==> src/rtl/updown_counter_unit.sv <==
// updown_counter_unit
// Up/down counter with a button-handling FSM. Its features:
//   - a configurable step size;
//   - a choice of saturate or modulo wrap at a programmable upper limit;
//   - press-and-hold auto-repeat on the u/d buttons.
// The count register and the limit flags live in this block.
module updown_counter_unit #(
   parameter int WIDTH         = 8,
   parameter int MAX_VAL       = 255,
   parameter int STEP          = 1,
   parameter int WRAP          = 0,
   parameter int HOLD_CYCLES   = 16,
   parameter int REPEAT_CYCLES = 4
) (
   input  logic             clk,
   input  logic             reset,
   input  logic             u,
   input  logic             d,
   input  logic             clr,
   output logic [WIDTH-1:0] count,
   output logic             z,
   output logic             m,
   output logic             lim,
   output logic [2:0]       state
);

   // Repeat timer: wide enough for the longer of the two intervals.
   localparam int TMAX = (HOLD_CYCLES > REPEAT_CYCLES) ? HOLD_CYCLES : REPEAT_CYCLES;
   localparam int TW   = $clog2(TMAX + 1);

   // A STEP state and the following HOLD evaluation both consume cycles.
   // The timer therefore starts two below the interval, so the next step
   // lands exactly HOLD_CYCLES or REPEAT_CYCLES edges after the previous one.
   localparam logic [TW-1:0] HOLD_LOAD   = TW'(HOLD_CYCLES - 2);
   localparam logic [TW-1:0] REPEAT_LOAD = TW'(REPEAT_CYCLES - 2);

   // Arithmetic is carried one bit wider than the count so sums never overflow.
   localparam int EW = WIDTH + 1;
   localparam logic [EW-1:0]    MAX_EXT  = EW'(MAX_VAL);
   localparam logic [EW-1:0]    STEP_EXT = EW'(STEP);
   localparam logic [EW-1:0]    MOD_EXT  = EW'(MAX_VAL + 1);
   localparam logic [WIDTH-1:0] MAX_W    = WIDTH'(MAX_VAL);

   typedef enum logic [2:0] {
      ST_IDLE    = 3'd0,
      ST_STEP_UP = 3'd1,
      ST_HOLD_UP = 3'd2,
      ST_STEP_DN = 3'd3,
      ST_HOLD_DN = 3'd4,
      ST_LOCK    = 3'd5
   } state_t;

   state_t           state_r, state_nxt_s;
   logic [TW-1:0]    timer_r, timer_nxt_s;
   logic             first_r, first_nxt_s;
   logic [WIDTH-1:0] count_r, count_nxt_s;
   logic             lim_r, lim_nxt_s;

   logic [EW-1:0]    cnt_ext_s;
   logic [EW-1:0]    up_val_s;
   logic [EW-1:0]    dn_val_s;
   logic             up_refuse_s;
   logic             dn_refuse_s;

   // Next-state logic: button decoding, hold timing and lockout.
   always_comb begin
      state_nxt_s = state_r;
      timer_nxt_s = timer_r;
      first_nxt_s = first_r;
      case (state_r)
         ST_IDLE: begin
            if (u && !d) begin
               state_nxt_s = ST_STEP_UP;
               first_nxt_s = 1'b1;
            end else if (!u && d) begin
               state_nxt_s = ST_STEP_DN;
               first_nxt_s = 1'b1;
            end else if (u && d) begin
               state_nxt_s = ST_LOCK;
            end else begin
               state_nxt_s = ST_IDLE;
            end
         end
         ST_STEP_UP: begin
            state_nxt_s = ST_HOLD_UP;
            timer_nxt_s = first_r ? HOLD_LOAD : REPEAT_LOAD;
         end
         ST_STEP_DN: begin
            state_nxt_s = ST_HOLD_DN;
            timer_nxt_s = first_r ? HOLD_LOAD : REPEAT_LOAD;
         end
         ST_HOLD_UP: begin
            if (!u) begin
               state_nxt_s = ST_IDLE;
            end else if (d) begin
               state_nxt_s = ST_LOCK;
            end else if (timer_r == {TW{1'b0}}) begin
               state_nxt_s = ST_STEP_UP;
               first_nxt_s = 1'b0;
            end else begin
               timer_nxt_s = timer_r - TW'(1);
            end
         end
         ST_HOLD_DN: begin
            if (!d) begin
               state_nxt_s = ST_IDLE;
            end else if (u) begin
               state_nxt_s = ST_LOCK;
            end else if (timer_r == {TW{1'b0}}) begin
               state_nxt_s = ST_STEP_DN;
               first_nxt_s = 1'b0;
            end else begin
               timer_nxt_s = timer_r - TW'(1);
            end
         end
         ST_LOCK: begin
            if (!u && !d) begin
               state_nxt_s = ST_IDLE;
            end else begin
               state_nxt_s = ST_LOCK;
            end
         end
         default: begin
            state_nxt_s = ST_IDLE;
            timer_nxt_s = {TW{1'b0}};
            first_nxt_s = 1'b0;
         end
      endcase
   end

   // FSM state, repeat timer and first-step flag registers.
   always_ff @(posedge clk or negedge reset) begin
      if (!reset) begin
         state_r <= ST_IDLE;
         timer_r <= {TW{1'b0}};
         first_r <= 1'b0;
      end else begin
         state_r <= state_nxt_s;
         timer_r <= timer_nxt_s;
         first_r <= first_nxt_s;
      end
   end

   // Candidate up/down results and refusal detection for the current count.
   always_comb begin
      cnt_ext_s   = {1'b0, count_r};
      up_val_s    = cnt_ext_s + STEP_EXT;
      dn_val_s    = cnt_ext_s - STEP_EXT;
      up_refuse_s = 1'b0;
      dn_refuse_s = 1'b0;
      if (WRAP != 0) begin
         if (up_val_s > MAX_EXT) begin
            up_val_s = up_val_s - MOD_EXT;
         end else begin
            up_val_s = up_val_s;
         end
         if (cnt_ext_s < STEP_EXT) begin
            dn_val_s = cnt_ext_s + MOD_EXT - STEP_EXT;
         end else begin
            dn_val_s = dn_val_s;
         end
      end else begin
         up_refuse_s = (cnt_ext_s == MAX_EXT);
         dn_refuse_s = (cnt_ext_s == {EW{1'b0}});
         if (cnt_ext_s > MAX_EXT - STEP_EXT) begin
            up_val_s = MAX_EXT;
         end else begin
            up_val_s = up_val_s;
         end
         if (cnt_ext_s < STEP_EXT) begin
            dn_val_s = {EW{1'b0}};
         end else begin
            dn_val_s = dn_val_s;
         end
      end
   end

   // Count update: clear wins, otherwise apply the step of a STEP state.
   always_comb begin
      count_nxt_s = count_r;
      lim_nxt_s   = 1'b0;
      if (clr) begin
         count_nxt_s = {WIDTH{1'b0}};
         lim_nxt_s   = 1'b0;
      end else if (state_r == ST_STEP_UP) begin
         count_nxt_s = up_val_s[WIDTH-1:0];
         lim_nxt_s   = up_refuse_s;
      end else if (state_r == ST_STEP_DN) begin
         count_nxt_s = dn_val_s[WIDTH-1:0];
         lim_nxt_s   = dn_refuse_s;
      end else begin
         count_nxt_s = count_r;
         lim_nxt_s   = 1'b0;
      end
   end

   // Count register and the one-cycle refusal pulse.
   always_ff @(posedge clk or negedge reset) begin
      if (!reset) begin
         count_r <= {WIDTH{1'b0}};
         lim_r   <= 1'b0;
      end else begin
         count_r <= count_nxt_s;
         lim_r   <= lim_nxt_s;
      end
   end

   assign count = count_r;
   assign lim   = lim_r;
   assign state = state_r;
   assign z     = (count_r == {WIDTH{1'b0}});
   assign m     = (count_r == MAX_W);

endmodule

==> config.mk <==
export PLATFORM = sky130hd
export DESIGN_NAME = updown_counter_unit
export DESIGN_NICKNAME = d
export VERILOG_FILES = /design/src/rtl/updown_counter_unit.sv
export SDC_FILE = /design/constraint.sdc
export NUM_CORES = 1
export LEC_CHECK = 0
export BUFFER_PORTS_ARGS = -buffer_cell sky130_fd_sc_hd__buf_4
export CELL_PAD_IN_SITES_DETAIL_PLACEMENT = 0
export CELL_PAD_IN_SITES_GLOBAL_PLACEMENT = 1
export CORE_ASPECT_RATIO = 1.1
export CORE_MARGIN = 2
export CORE_UTILIZATION = 39
export CTS_CLUSTER_DIAMETER = 120
export DETAILED_ROUTE_END_ITERATION = 8
export PLACE_DENSITY_LB_ADDON = 0.1
export SKIP_LAST_GASP = 1
export SLEW_MARGIN = 15
export SYNTH_ARGS = -nofsm -noshare
export SYNTH_HDL_FRONTEND = slang
export SYNTH_SLANG_ARGS = --single-unit
==> constraint.sdc <==
create_clock -name clk -period 2.54 [get_ports clk]
set_clock_uncertainty 0.1 [all_clocks]
set_input_delay 0.381 -clock clk [delete_from_list [all_inputs] [get_ports clk]]
set_output_delay 0.381 -clock clk [all_outputs]
set_load 0.1 [all_outputs]
==> out/summary.md <==
The leftover overflow at the end of global routing was 0; the fmax was 447 MHz. The run gives 63 as the distinct cell type count of the synthesized netlist. The synthesized instance count came out at 187.

The via count of the first global-routing pass is 1374, and the share of the synthesized area in the top cell type is 0.282. The final layout contains 218 nets. Once placement completed, the tool counted placed cells totaling 248. The HPWL after detailed placement is 2.76 mm. met2 is the most crowded layer. The tree built by TritonCTS fans out to 18 sinks. Setup violations remaining at the end of the flow were counted as 0. The longest clock path from root to sink contains 2 buffers. Peak per-stage delay on the critical path: 510 ps. The worst setup path is launched from a flop.

Row generation in the floorplan step produced 24 rows. The via total after detailed routing was 1419; the total of flip-flops plus latches after synthesis was 18. TritonCTS built the clock tree.

Launch point of the worst path: count[5]$_DFFE_PN0P_. The initial core utilization is 0.403. Once detail routing completed, the nets flagged for antenna violations numbered 0.

In the final routed layout, each cell accounts on average for 14.7 um. After floorplanning, the core was sized to cover 3960 um^2. The run gives 0 as the post-CTS setup buffer count. The synthesized area per cell works out to 8.54 um^2. The tools report the worst endpoint required time as 2060 ps.

The worst setup path is of the flop to primary output kind. The pin count of the biggest net entering global routing came out at 19. During I/O placement, the number of pins put on the boundary was 19. Final clock period utilization by the worst path: 0.881. Headroom to the max-slew limit: 0.617. The most frequently used flop master after synthesis is sky130_fd_sc_hd__dfrtp_1.

For the post-cts resize count, the log shows 0. Counting I/O delays and the setup requirement, the final critical path takes 2240 ps. The first global-routing pass estimated 6.35 mm of wire.

The run gives 4 as the iteration count of the initial detailed-routing pass. Traced cell by cell, the critical path runs through nor3_1 > and3_2 > buf_4. The met1 layer usage reported by global route is 0.222, and the count of flip-flops with a built-in enable after synthesis is 0. The path class of the tightest hold or removal check is input pin to flop. The width of the die was 65.0 um; the antenna diode count was 0.

For this block, the routed nets add up to 3.71 mm of wire. The fraction of final layout cells sized beyond drive strength 1 was 0.214. Setup repair after global routing left no endpoint under its margin. Buffers placed on the I/O ports in this run total 18. The biggest area contributor in the post-synthesis netlist is sky130_fd_sc_hd__dfrtp_1. The total negative slack was 0 ps. The run finished with clean final reports. The number of max-slew violations in the final report was 0. The run gives 250 ps as the clock network latency to the later pin of the worst-skew pair.

The critical path buffer and inverter count is 1, and the core occupancy in the finished layout is 0.453. The proportion of synthesized flip-flops having asynchronous set or reset is 1.00, and the number of cells on the worst reg-to-reg path is 7. For the total routing resource utilization after global routing, the log shows 0.171.

The setup slack of the worst register-to-register path is 500 ps. The largest driver fanout on the critical path is 11, and the CTS clock-pin slew for the worst setup and hold paths is 70 ps. The logs give 203 for the synthesized netlist net count and 265 ps for the post-route worst hold slack. In this run, the number of DRC markers left after iteration 0 of detailed routing was 108. During synthesis, Yosys emitted a total of 0 warnings. The hold path startpoint was clr. Measured along the y axis, the die boundary spans 71.1 um.

For the number of hold-slack violations in the final timing report, the log shows 0. Using the TritonRoute via totals, the vias-per-cell ratio works out to 5.61. The endpoint identified for the worst register-to-register timing path is count[6]$_DFFE_PN0P_. For the pin with the worst max-slew slack, the measured transition is 574 ps. The area of the die is 4630 um^2, and the met3 global-route usage is 0.0191.

By area the synthesized netlist is led by sky130_fd_sc_hd__dfrtp_1 28%, sky130_fd_sc_hd__ha_1 8.6%, sky130_fd_sc_hd__nor2_1 4.7%. On the critical path, the stage with the largest delay is an instance of sky130_fd_sc_hd__dfrtp_1. The number of design rule violations left after detail routing came out at 0. The tools report the count of max-cap constraint violations as 0. The routability-driven placement congestion ratio came out at 0.868.

The clock root buffer master was sky130_fd_sc_hd__clkbuf_8. The critical path runs through a total of 3 cells. In this run, CTS created clock tree buffers numbering 3.

The cell family contributing the most delay on the critical path is simple AND/OR/NAND/NOR gates. At the worst endpoint, the arrival time is 1760 ps. The final instance count without filler cells came out at 253. The mapped cell area was 1600 um^2; the area growth from synthesis to layout was 12.4%. The run gives 1 as the number of levels the H-tree was split into. The worst register-to-register path begins at count[0]$_DFFE_PN0P_.

The worst setup path is captured at a primary output. The met2 usage in global routing is 0.302. The logs give 0.282 for the share of the yosys chip area belonging to registers and 0 for the initial antenna violation count. The worst setup path endpoint is z.
[flip-flops by register name (all words and copies together), names as in the netlist]
name / count
count: 8
first_r: 1
lim: 1
timer_r: 5
state: 3
[layout make-up]
type	count	area (um^2)
Tap cell	52	65.1
Sequential cell	18	452
Inverter	10	37.5
Timing Repair Buffer	21	160
Clock buffer	4	55.1
Fill cell	421	2170
Multi-Input combinational cell	148	1030
[worst reg2reg max path: stages (launching register included)]
cell and delay [ps]:
sky130_fd_sc_hd__dfrtp_2 440, sky130_fd_sc_hd__inv_1 130, sky130_fd_sc_hd__ha_1 200, sky130_fd_sc_hd__nand4b_2 230
sky130_fd_sc_hd__nor2_4 170, sky130_fd_sc_hd__nor2_1 70, sky130_fd_sc_hd__a221o_1 320, sky130_fd_sc_hd__a221oi_1 270
[per-layer routing]
| metal | vias up | part of all wire |
|---|---|---|
| met2 | 28 | 0.50 |
| met3 | 4 | 0.030 |
| met1 | 672 | 0.46 |
| met4 | 0 | 0.0084 |
| met5 | - | 0 |
| li1 | 715 | - |
[repair_timing]
| item | CTS | global route |
|---|---|---|
| endpoints found under the hold margin | 18 | 0 |
| setup endpoints to repair | 0 | 0 |
| hold buffers | 1 | 0 |
[cell usage after synthesis (2+ instances only)]
cell                       instances
sky130_fd_sc_hd__a21o_1            3
sky130_fd_sc_hd__a21oi_1          13
sky130_fd_sc_hd__a221oi_1          2
sky130_fd_sc_hd__a22oi_1           2
sky130_fd_sc_hd__and3_1            3
sky130_fd_sc_hd__buf_2             3
sky130_fd_sc_hd__buf_4             2
sky130_fd_sc_hd__clkbuf_8          2
sky130_fd_sc_hd__dfrtp_1          18
sky130_fd_sc_hd__ha_1             11
sky130_fd_sc_hd__inv_1             9
sky130_fd_sc_hd__mux2i_1           3
sky130_fd_sc_hd__nand2_1          14
sky130_fd_sc_hd__nand2b_1          5
sky130_fd_sc_hd__nand3_1           5
sky130_fd_sc_hd__nand3b_1          2
sky130_fd_sc_hd__nand4_1           2
sky130_fd_sc_hd__nor2_1           20
sky130_fd_sc_hd__nor2b_1           2
sky130_fd_sc_hd__nor3_1            6
sky130_fd_sc_hd__nor3b_2           2
sky130_fd_sc_hd__o211ai_1          2
sky130_fd_sc_hd__o21a_1            2
sky130_fd_sc_hd__o21ai_0          13
sky130_fd_sc_hd__o21ai_1           3
[layout by cell type (no fill, tap or decap), types with 3 or more instances in the layout]
cell type and count:
sky130_fd_sc_hd__buf_4 20, sky130_fd_sc_hd__inv_1 9, sky130_fd_sc_hd__nand2_1 14, sky130_fd_sc_hd__a21oi_1 13, sky130_fd_sc_hd__nor3_1 6, sky130_fd_sc_hd__dfrtp_1 17
sky130_fd_sc_hd__o21ai_1 3, sky130_fd_sc_hd__a21o_1 3, sky130_fd_sc_hd__nor2_1 19, sky130_fd_sc_hd__nand2b_1 5, sky130_fd_sc_hd__clkbuf_8 4, sky130_fd_sc_hd__nand3_1 5
sky130_fd_sc_hd__o21ai_0 13, sky130_fd_sc_hd__ha_1 11, sky130_fd_sc_hd__mux2i_1 3
[metrics by stage]
stage,setup slack [ps],area (um^2)
global placement,522,1730
global route,117,1800
floorplan,57.6,1610
CTS,298,1800
detailed placement,515,1730
finish,302,1800
[cell families (layout without fill, tap and decap cells)]
family | after synthesis | in the layout | synth area share
xor gates and xnor gates | 1 | 1 | 0.00548
adders and majority gates | 11 | 11 | 0.0861
muxes | 4 | 4 | 0.0282
DFF | 18 | 18 | 0.282
buffers and inverters | 21 | 35 | 0.0814
and+or+nand+nor | 74 | 74 | 0.265
AOI/OAI and AO/OA | 58 | 58 | 0.251
[worst min path at each step]
stage                            to  slack [ps]  depth (start not counted)
2_1_floorplan  count[0]$_DFFE_PN0P_         -10                          0
3_3_place_gp   state[2]$_DFFE_PN0P_         170                          1
3_5_place_dp   state[2]$_DFFE_PN0P_         170                          1
4_1_cts        count[0]$_DFFE_PN0P_         260                          2
5_1_grt        count[0]$_DFFE_PN0P_         270                          2
6_report       count[0]$_DFFE_PN0P_         260                          2
Power is left out: the tool's default activity adds up to more than one toggle a clock period on the data nets, which glitch-free logic cannot reach.
